--- src/rtl/oadc_capture_ctrl.sv ---
`default_nettype none
// ============================================================================
// Module   : oadc_capture_ctrl
// Brief    : OpenADC capture sequencer: circular pre-trigger buffer, qualified
//            trigger edge, programmable post-trigger length, streamed readout.
// Revision : 1.0 - initial release
// ============================================================================
module oadc_capture_ctrl #(
    parameter int DATA_W = 10,
    parameter int ADDR_W = 8,
    parameter int DEPTH  = 2**ADDR_W
) (
    input  logic              clk,
    input  logic              rst,
    input  logic [DATA_W-1:0] adc_data,
    input  logic              sample_en,
    input  logic              adc_or,
    input  logic              trig_in,
    input  logic              trig_pol,
    input  logic              arm,
    input  logic              abort,
    input  logic [ADDR_W-1:0] post_cnt,
    input  logic              rd_req,
    output logic [DATA_W-1:0] rd_data,
    output logic              rd_valid,
    output logic              rd_last,
    output logic [2:0]        state,
    output logic              or_seen,
    output logic [ADDR_W-1:0] trig_addr
);

    localparam logic [2:0] c_st_idle = 3'd0;
    localparam logic [2:0] c_st_fill = 3'd1;
    localparam logic [2:0] c_st_wait = 3'd2;
    localparam logic [2:0] c_st_post = 3'd3;
    localparam logic [2:0] c_st_done = 3'd4;
    localparam logic [2:0] c_st_read = 3'd5;

    localparam logic [ADDR_W-1:0] c_one  = ADDR_W'(1);
    localparam logic [ADDR_W-1:0] c_ones = {ADDR_W{1'b1}};

    logic [2:0]        r_state;
    logic [ADDR_W-1:0] r_wr_ptr;
    logic [ADDR_W-1:0] r_rd_ptr;
    logic [ADDR_W-1:0] r_cnt;
    logic [ADDR_W-1:0] r_post_p;
    logic [ADDR_W-1:0] r_trig_addr;
    logic              r_trig_pend;
    logic              r_trig_prev;
    logic              r_or_seen;
    logic [DATA_W-1:0] r_rd_data;
    logic              r_rd_valid;
    logic              r_rd_last;
    logic [DATA_W-1:0] r_mem [DEPTH];

    logic              w_edge;
    logic              w_capturing;
    logic              w_wr_en;
    logic [ADDR_W-1:0] w_post_p;
    logic [ADDR_W-1:0] w_pre_m1;

    assign w_edge      = trig_pol ? (~trig_in & r_trig_prev) : (trig_in & ~r_trig_prev);
    assign w_capturing = (r_state == c_st_fill) || (r_state == c_st_wait) ||
                         (r_state == c_st_post);
    assign w_wr_en     = sample_en & w_capturing & ~abort;
    assign w_post_p    = (post_cnt == '0) ? c_one : post_cnt;
    // Index of the last pre-trigger write: DEPTH - P - 1, wrapping naturally.
    assign w_pre_m1    = c_ones - r_post_p;

    always_ff @(posedge clk) begin
        if (w_wr_en) begin
            r_mem[r_wr_ptr] <= adc_data;
        end
    end

    always_ff @(posedge clk) begin
        if (rst) begin
            r_state     <= c_st_idle;
            r_wr_ptr    <= '0;
            r_rd_ptr    <= '0;
            r_cnt       <= '0;
            r_post_p    <= '0;
            r_trig_addr <= '0;
            r_trig_pend <= 1'b0;
            r_trig_prev <= 1'b0;
            r_or_seen   <= 1'b0;
            r_rd_data   <= '0;
            r_rd_valid  <= 1'b0;
            r_rd_last   <= 1'b0;
        end else begin
            r_trig_prev <= trig_in;
            r_rd_valid  <= 1'b0;
            r_rd_last   <= 1'b0;

            if (w_wr_en && adc_or) begin
                r_or_seen <= 1'b1;
            end

            if (abort) begin
                r_state <= c_st_idle;
            end else begin
                case (r_state)
                    c_st_idle: begin
                        if (arm) begin
                            r_state     <= c_st_fill;
                            r_wr_ptr    <= '0;
                            r_cnt       <= '0;
                            r_or_seen   <= 1'b0;
                            r_trig_pend <= 1'b0;
                            r_post_p    <= w_post_p;
                        end
                    end
                    c_st_fill: begin
                        if (sample_en) begin
                            r_wr_ptr <= r_wr_ptr + c_one;
                            r_cnt    <= r_cnt + c_one;
                            if (r_cnt == w_pre_m1) begin
                                r_state <= c_st_wait;
                            end
                        end
                    end
                    c_st_wait: begin
                        if (w_edge) begin
                            r_trig_pend <= 1'b1;
                        end
                        if (sample_en) begin
                            r_wr_ptr <= r_wr_ptr + c_one;
                            if (r_trig_pend || w_edge) begin
                                r_trig_addr <= r_wr_ptr;
                                r_trig_pend <= 1'b0;
                                r_cnt       <= r_post_p - c_one;
                                r_state     <= (r_post_p == c_one) ? c_st_done : c_st_post;
                            end
                        end
                    end
                    c_st_post: begin
                        if (sample_en) begin
                            r_wr_ptr <= r_wr_ptr + c_one;
                            r_cnt    <= r_cnt - c_one;
                            if (r_cnt == c_one) begin
                                r_state <= c_st_done;
                            end
                        end
                    end
                    c_st_done: begin
                        // The write pointer now addresses the oldest sample of the frozen window.
                        if (rd_req) begin
                            r_state  <= c_st_read;
                            r_rd_ptr <= r_wr_ptr;
                            r_cnt    <= '0;
                        end
                    end
                    c_st_read: begin
                        if (rd_req) begin
                            r_rd_data  <= r_mem[r_rd_ptr];
                            r_rd_valid <= 1'b1;
                            r_rd_ptr   <= r_rd_ptr + c_one;
                            r_cnt      <= r_cnt + c_one;
                            if (r_cnt == c_ones) begin
                                r_rd_last <= 1'b1;
                                r_state   <= c_st_idle;
                            end
                        end
                    end
                    default: begin
                        r_state <= c_st_idle;
                    end
                endcase
            end
        end
    end

    assign rd_data   = r_rd_data;
    assign rd_valid  = r_rd_valid;
    assign rd_last   = r_rd_last;
    assign state     = r_state;
    assign or_seen   = r_or_seen;
    assign trig_addr = r_trig_addr;

endmodule
`default_nettype wire

--- config.mk ---
export PLATFORM = sky130hd
export DESIGN_NAME = oadc_capture_ctrl
export DESIGN_NICKNAME = d
export VERILOG_FILES = /design/src/rtl/oadc_capture_ctrl.sv
export SDC_FILE = /design/constraint.sdc
export NUM_CORES = 2
export LEC_CHECK = 0
export CORE_ASPECT_RATIO = 1.2
export CORE_UTILIZATION = 40
export CTS_BUF_LIST = sky130_fd_sc_hd__clkbuf_8 sky130_fd_sc_hd__clkbuf_16
export DETAILED_ROUTE_END_ITERATION = 8
export PLACE_DENSITY = 0.6
export SLEW_MARGIN = 20
export SYNTH_ARGS = -nofsm -noshare
export SYNTH_HDL_FRONTEND = slang
export SYNTH_SLANG_ARGS = --single-unit
--- constraint.sdc ---
create_clock -name clk -period 5.7 [get_ports clk]
set_input_delay 0.57 -clock clk [delete_from_list [all_inputs] [get_ports clk]]
set_output_delay 0.57 -clock clk [all_outputs]
set_load 0.02 [all_outputs]
### Word-level counts from Yosys, hierarchy flattened

Memories as Yosys holds them, arrays and structs flattened. A register that Yosys moved wholly into a read port is not among the register bits.
Cells that the tools add are included.

| storage, ports and cells | value |
|---|---|
| register bits after elaboration | 48 |
| RAM bits | 2560 |
| bits of input ports | 27 |
| output and inout bits | 24 |
| word-level logic and storage cells | 109 |
| memories kept | 1 |

| operators by class | value |
|---|---|
| $add $sub $neg | 6 |
| eq/ne operators | 20 |
| mux-type cells | 40 |
| bitwise operators | 9 |
| reductions and logical operators | 22 |

Memory list:

| memory | words | width | read ports | clocked after Yosys merged registers in | wr ports | line | RTL |
|---|---|---|---|---|---|---|---|
| r_mem | 256 | 10 | 1 | 1 | 1 | 54 | `logic [DATA_W-1:0] r_mem [DEPTH];` |

Operator list:

| kind | count |
|---|---|
| $mux 8 | 11 |
| $pmux 8 s6 | 1 |
| $mux 3 | 11 |
| $pmux 8 s2 | 2 |
| $add 8x1->8 const B | 3 |
| $pmux 3 s6 | 1 |
| $eq 8x1->1 const B | 2 |
| $sub 8x1->8 const B | 2 |
| $ne 2x2->1 const B | 7 |
| $mux 1 | 13 |
| $reduce_and 4->1 | 3 |
| $reduce_and 10->1 | 1 |
| $reduce_and 3->1 | 3 |
| $reduce_and 9->1 | 1 |
| $eq 8x8->1 | 1 |
| $eq 8x8->1 const B | 1 |
| $logic_not 8->1 | 1 |
| $ne 2x1->1 const B | 4 |
| $sub 8x8->8 const A | 1 |
| $eq 3x2->1 const B | 2 |
| $eq 3x3->1 const B | 2 |
| $reduce_bool 2->1 | 3 |
| $reduce_bool 6->1 | 1 |
| $reduce_or 3->1 | 2 |
| other kinds (9) | 18 |

### Longest topological paths before layout

| logic depth | value |
|---|---|
| depth after elaboration | 10 |
| mapped depth | 12 |
| depth with buffers taken out | 9 |

### Worst setup path before layout

OpenSTA, ideal clock, no wires.

| timing path | value |
|---|---|
| path type | input to register |
| start point | input port abort |
| end point | register r_rd_data[0] (netlist: rd_data[0]) (read register of r_mem) |
| library setup time | 67 ps |
| arrival | 2587 ps |
| required time | 5633 ps |
| setup slack | 3046 ps |
| stages on the path | 9 |
| path buffers | 2 |
| path through | or2_1 > buf_6 > or4_4 > buf_6 > o21bai_1 > or4_1 > a211oi_2 > a32oi_1 > o21ai_2 |

| between the ends | value |
|---|---|
| word-level cells in the longest chain between the ends | 2 |

Ends and longest elaborated chain:

| item | line | RTL |
|---|---|---|
| from (decl) | 21 | `input logic abort,` |
| $not 1->1 (no line) | - |  |
| $reduce_and 3->1 (no line) | - |  |
| to (decl) | 51 | `logic [DATA_W-1:0] r_rd_data;` |

Every way passes these cells.
A chain may end at the register's enable or synchronous reset.

==> impl_metrics.tcl <==
set metrics [dict create \
    fin_crit_sh_pct 73.6 \
    cts_setup_buffers 0 \
    fmax_mhz 238 \
    fillers 21096 \
    synth_area_per_cell_um2 20.0 \
    p_leak_nw 34.8 \
    rsz0062_at_grt "no" \
    setup_violations 0 \
    worstMarginPinSlew_ns 1.20 \
    core_um2 252000 \
    pin_count 51 \
    syn_to_final_growth_pct 14.0 \
    vdd_drop_max_uv 397 \
    cp.arrival_ns 4.99 \
    clkTransAtPathRegs_ns 0.07 \
    run_status "completed" \
    post_cts_resize_count 0 \
    vias_per_cell 5.76 \
    hpwl_um 163000 \
    yosys_warnings 0 \
    seq_area_frac_synth_pct 76.9 \
    worstPathMaxFanout 15 \
    syn_inst 5065 \
    relSlewSlack_pct 19.6 \
    ys_ff_latch 2618 \
    cts-htree-levels 4 \
    drc 0 \
    start_kind "register" \
    setup_tns_ns 0 \
    num_vias 51612 \
    synth_fp_nets 5102 \
    numPortBuffers 50 \
    die_w_um 462 \
    maxCapViolCount 0 \
    r2r_start "r_rd_ptr[3]" \
    min-delay-start "adc_data[2]" \
    syn_area_um2 101000 \
    initial_core_util_pct 40.2 \
    pre_cts_ws_ns 1.55 \
    synth_ff_type "edfxtp_1" \
    die_y_um 554 \
    min_period_ns 4.19 \
    detail-route-antenna-nets 0 \
    gr-usage-all-layers_pct 20.6 \
    drtIter0Drc 6406 \
    yosysUniqueCellTypes 64 \
    critPathKind "reg2reg" \
    hold_buffers 0 \
    fin_util_pct 45.9 \
    seq_area_um2 78000 \
    first_global_vias 51052 \
    num_rows 202 \
    wl_per_cell_um 29.8 \
    overflow 0 \
    cts-root-buf "clkbuf_16" \
    hold_slack_ns 0.0996 \
    min_path_type "in2reg" \
    powerDensity_nw_per_um2 328 \
    hold_viol 0 \
    die_area_um2 256000 \
    numCtsBuffers 243 \
    cts_buffer_depth 4 \
    cp-end-kind "register" \
    cts_sinks 2618 \
    place_congestion 0.922 \
    antenna_found_initial 2 \
    multi_input_area_um2 22100 \
    drive_above_1_share_pct 22.8 \
    maxSlewViolCount 0 \
    grt_max_degree 169 \
    tritoncts "done" \
    synth_edf_count 2560 \
    clk_latency_ns 0.90 \
    crit_start "r_rd_ptr[3]" \
    wirelength_um 266000 \
    final_nets 5426 \
    finalClockSkew_ns 0.0945 \
    grt_pass1_wl_um 381000 \
    critical_path_required_ns 6.49 \
    setup_ws_ns 1.51 \
    dr.pass1.iters 8 \
    async_flop_share_pct 0 \
]
placed cells by master (no fill, tap or decap), types with 15 or more instances in the layout:
| master | Yosys | routed |
|---|---|---|
| a22oi_1 | 53 | 53 |
| mux2i_1 | 263 | 263 |
| o221ai_1 | 50 | 50 |
| dfxtp_1 | 58 | 54 |
| o21ai_0 | 56 | 56 |
| xor2_1 | 19 | 19 |
| bufinv_16 | 0 | 30 |
| nand3_1 | 18 | 18 |
| inv_1 | 10 | 54 |
| clkinv_1 | 1 | 38 |
| a211oi_1 | 28 | 28 |
| a31oi_1 | 15 | 15 |
| clkdlybuf4s50_1 | 0 | 40 |
| clkinv_2 | 0 | 52 |
| a21oi_1 | 99 | 99 |
| mux4_2 | 537 | 537 |
| nand2_1 | 209 | 209 |
| buf_12 | 0 | 25 |
| nor4_1 | 50 | 49 |
| nor3_1 | 39 | 39 |
| clkbuf_16 | 0 | 245 |
| nor2_1 | 361 | 358 |
| o22ai_1 | 124 | 124 |
| edfxtp_1 | 2560 | 2560 |
| buf_4 | 35 | 307 |
| clkinvlp_4 | 0 | 17 |
worst max-delay path, stage by stage, from the launching register on:
cell and delay (ns):
dfxtp_1 0.62, buf_4 0.38, nor3b_2 0.99, o21ai_0 0.41, a211oi_1 0.54, nor2_1 0.12, o21ai_0 0.43, nor4_1 0.13
buf_4 0.21, a221o_1 0.26
path summary, 6_finish.rpt:
| check | endpoint | slack, ns | cells past startpoint |
|---|---|---|---|
| worst max-delay path | rd_data[8] | 1.51 | 9 |
| worst max register to register | rd_data[8] | 1.51 | 9 |
| worst min-delay path | r_mem[16][2] | 0.1 | 1 |
| worst min register to register | or_seen | 0.48 | 2 |
state kept, by name (all words and copies together) (netlist names):
signal,cells
rd_last,1
r_cnt,8
trig_addr,8
r_trig_prev,1
r_wr_ptr,8
or_seen,1
r_post_p,8
r_trig_pend,1
r_mem,2560
rd_valid,1
rd_data,10
state,3
r_rd_ptr,8
per-layer routing:
metal	up-vias	global-route usage [%]	share of wire [%]
met4	0	6.87	3.6
met2	2264	33.9	49
met1	27347	27.7	40
li1	21564	-	-
met3	437	3.56	7.3
met5	-	0	0
synth_stat cells (35+ instances only):
master,count,share of area (%)
mux4_2,537,12
edfxtp_1,2560,76
mux2i_1,263,2.6
o22ai_1,124,0.76
nor4_1,50,0.31
o21ai_0,56,0.28
nor3_1,39,0.19
o221ai_1,50,0.43
nand2_1,209,0.77
nor2_1,361,1.3
buf_2,80,0.39
a22oi_1,53,0.39
buf_4,35,0.26
dfxtp_1,58,1.1
a21oi_1,99,0.49
clkbuf_1,158,0.58
metrics by stage:
| stage | power (W) | instances | cell area (um^2) |
|---|---|---|---|
| finish | 0.0379 | 8957 | 116000 |
| global route | 0.0389 | 8955 | 116000 |
| CTS | 0.0382 | 8952 | 116000 |
| detailed placement | 0.0221 | 8509 | 108000 |
| global placement | 0.0221 | 8509 | 108000 |
| floorplan | 0.0216 | 5065 | 101000 |
cell families after synthesis:
family                   share of synthesized area [%]
buffers and inverters                             1.41
AND/OR/NAND/NOR                                   3.35
flip-flops                                        76.9
XOR/XNOR                                         0.198
AO/OA/AOI/OAI                                     3.43
adder cells (fa/ha/maj)                          0.123
multiplexers                                      14.6
where the power goes:
group	internal, W	switching, W	leakage (nW)
Combinational	0.0000871	0.000468	7.34
Clock	0.00917	0.00707	4.04
Sequential	0.0211	0.0000204	23.5
area by class of cell:
type	count	area share, %
diodes	4	0.00865
inverters	11	0.0379
well taps	3366	3.64
repair buffers	383	2.92
flip-flops and latches	2618	67.5
clock inverters	197	1.54
multi-input cells	2132	19.1
clock buffers	246	5.31
Note: power is estimated with default switching activity, not from simulation.
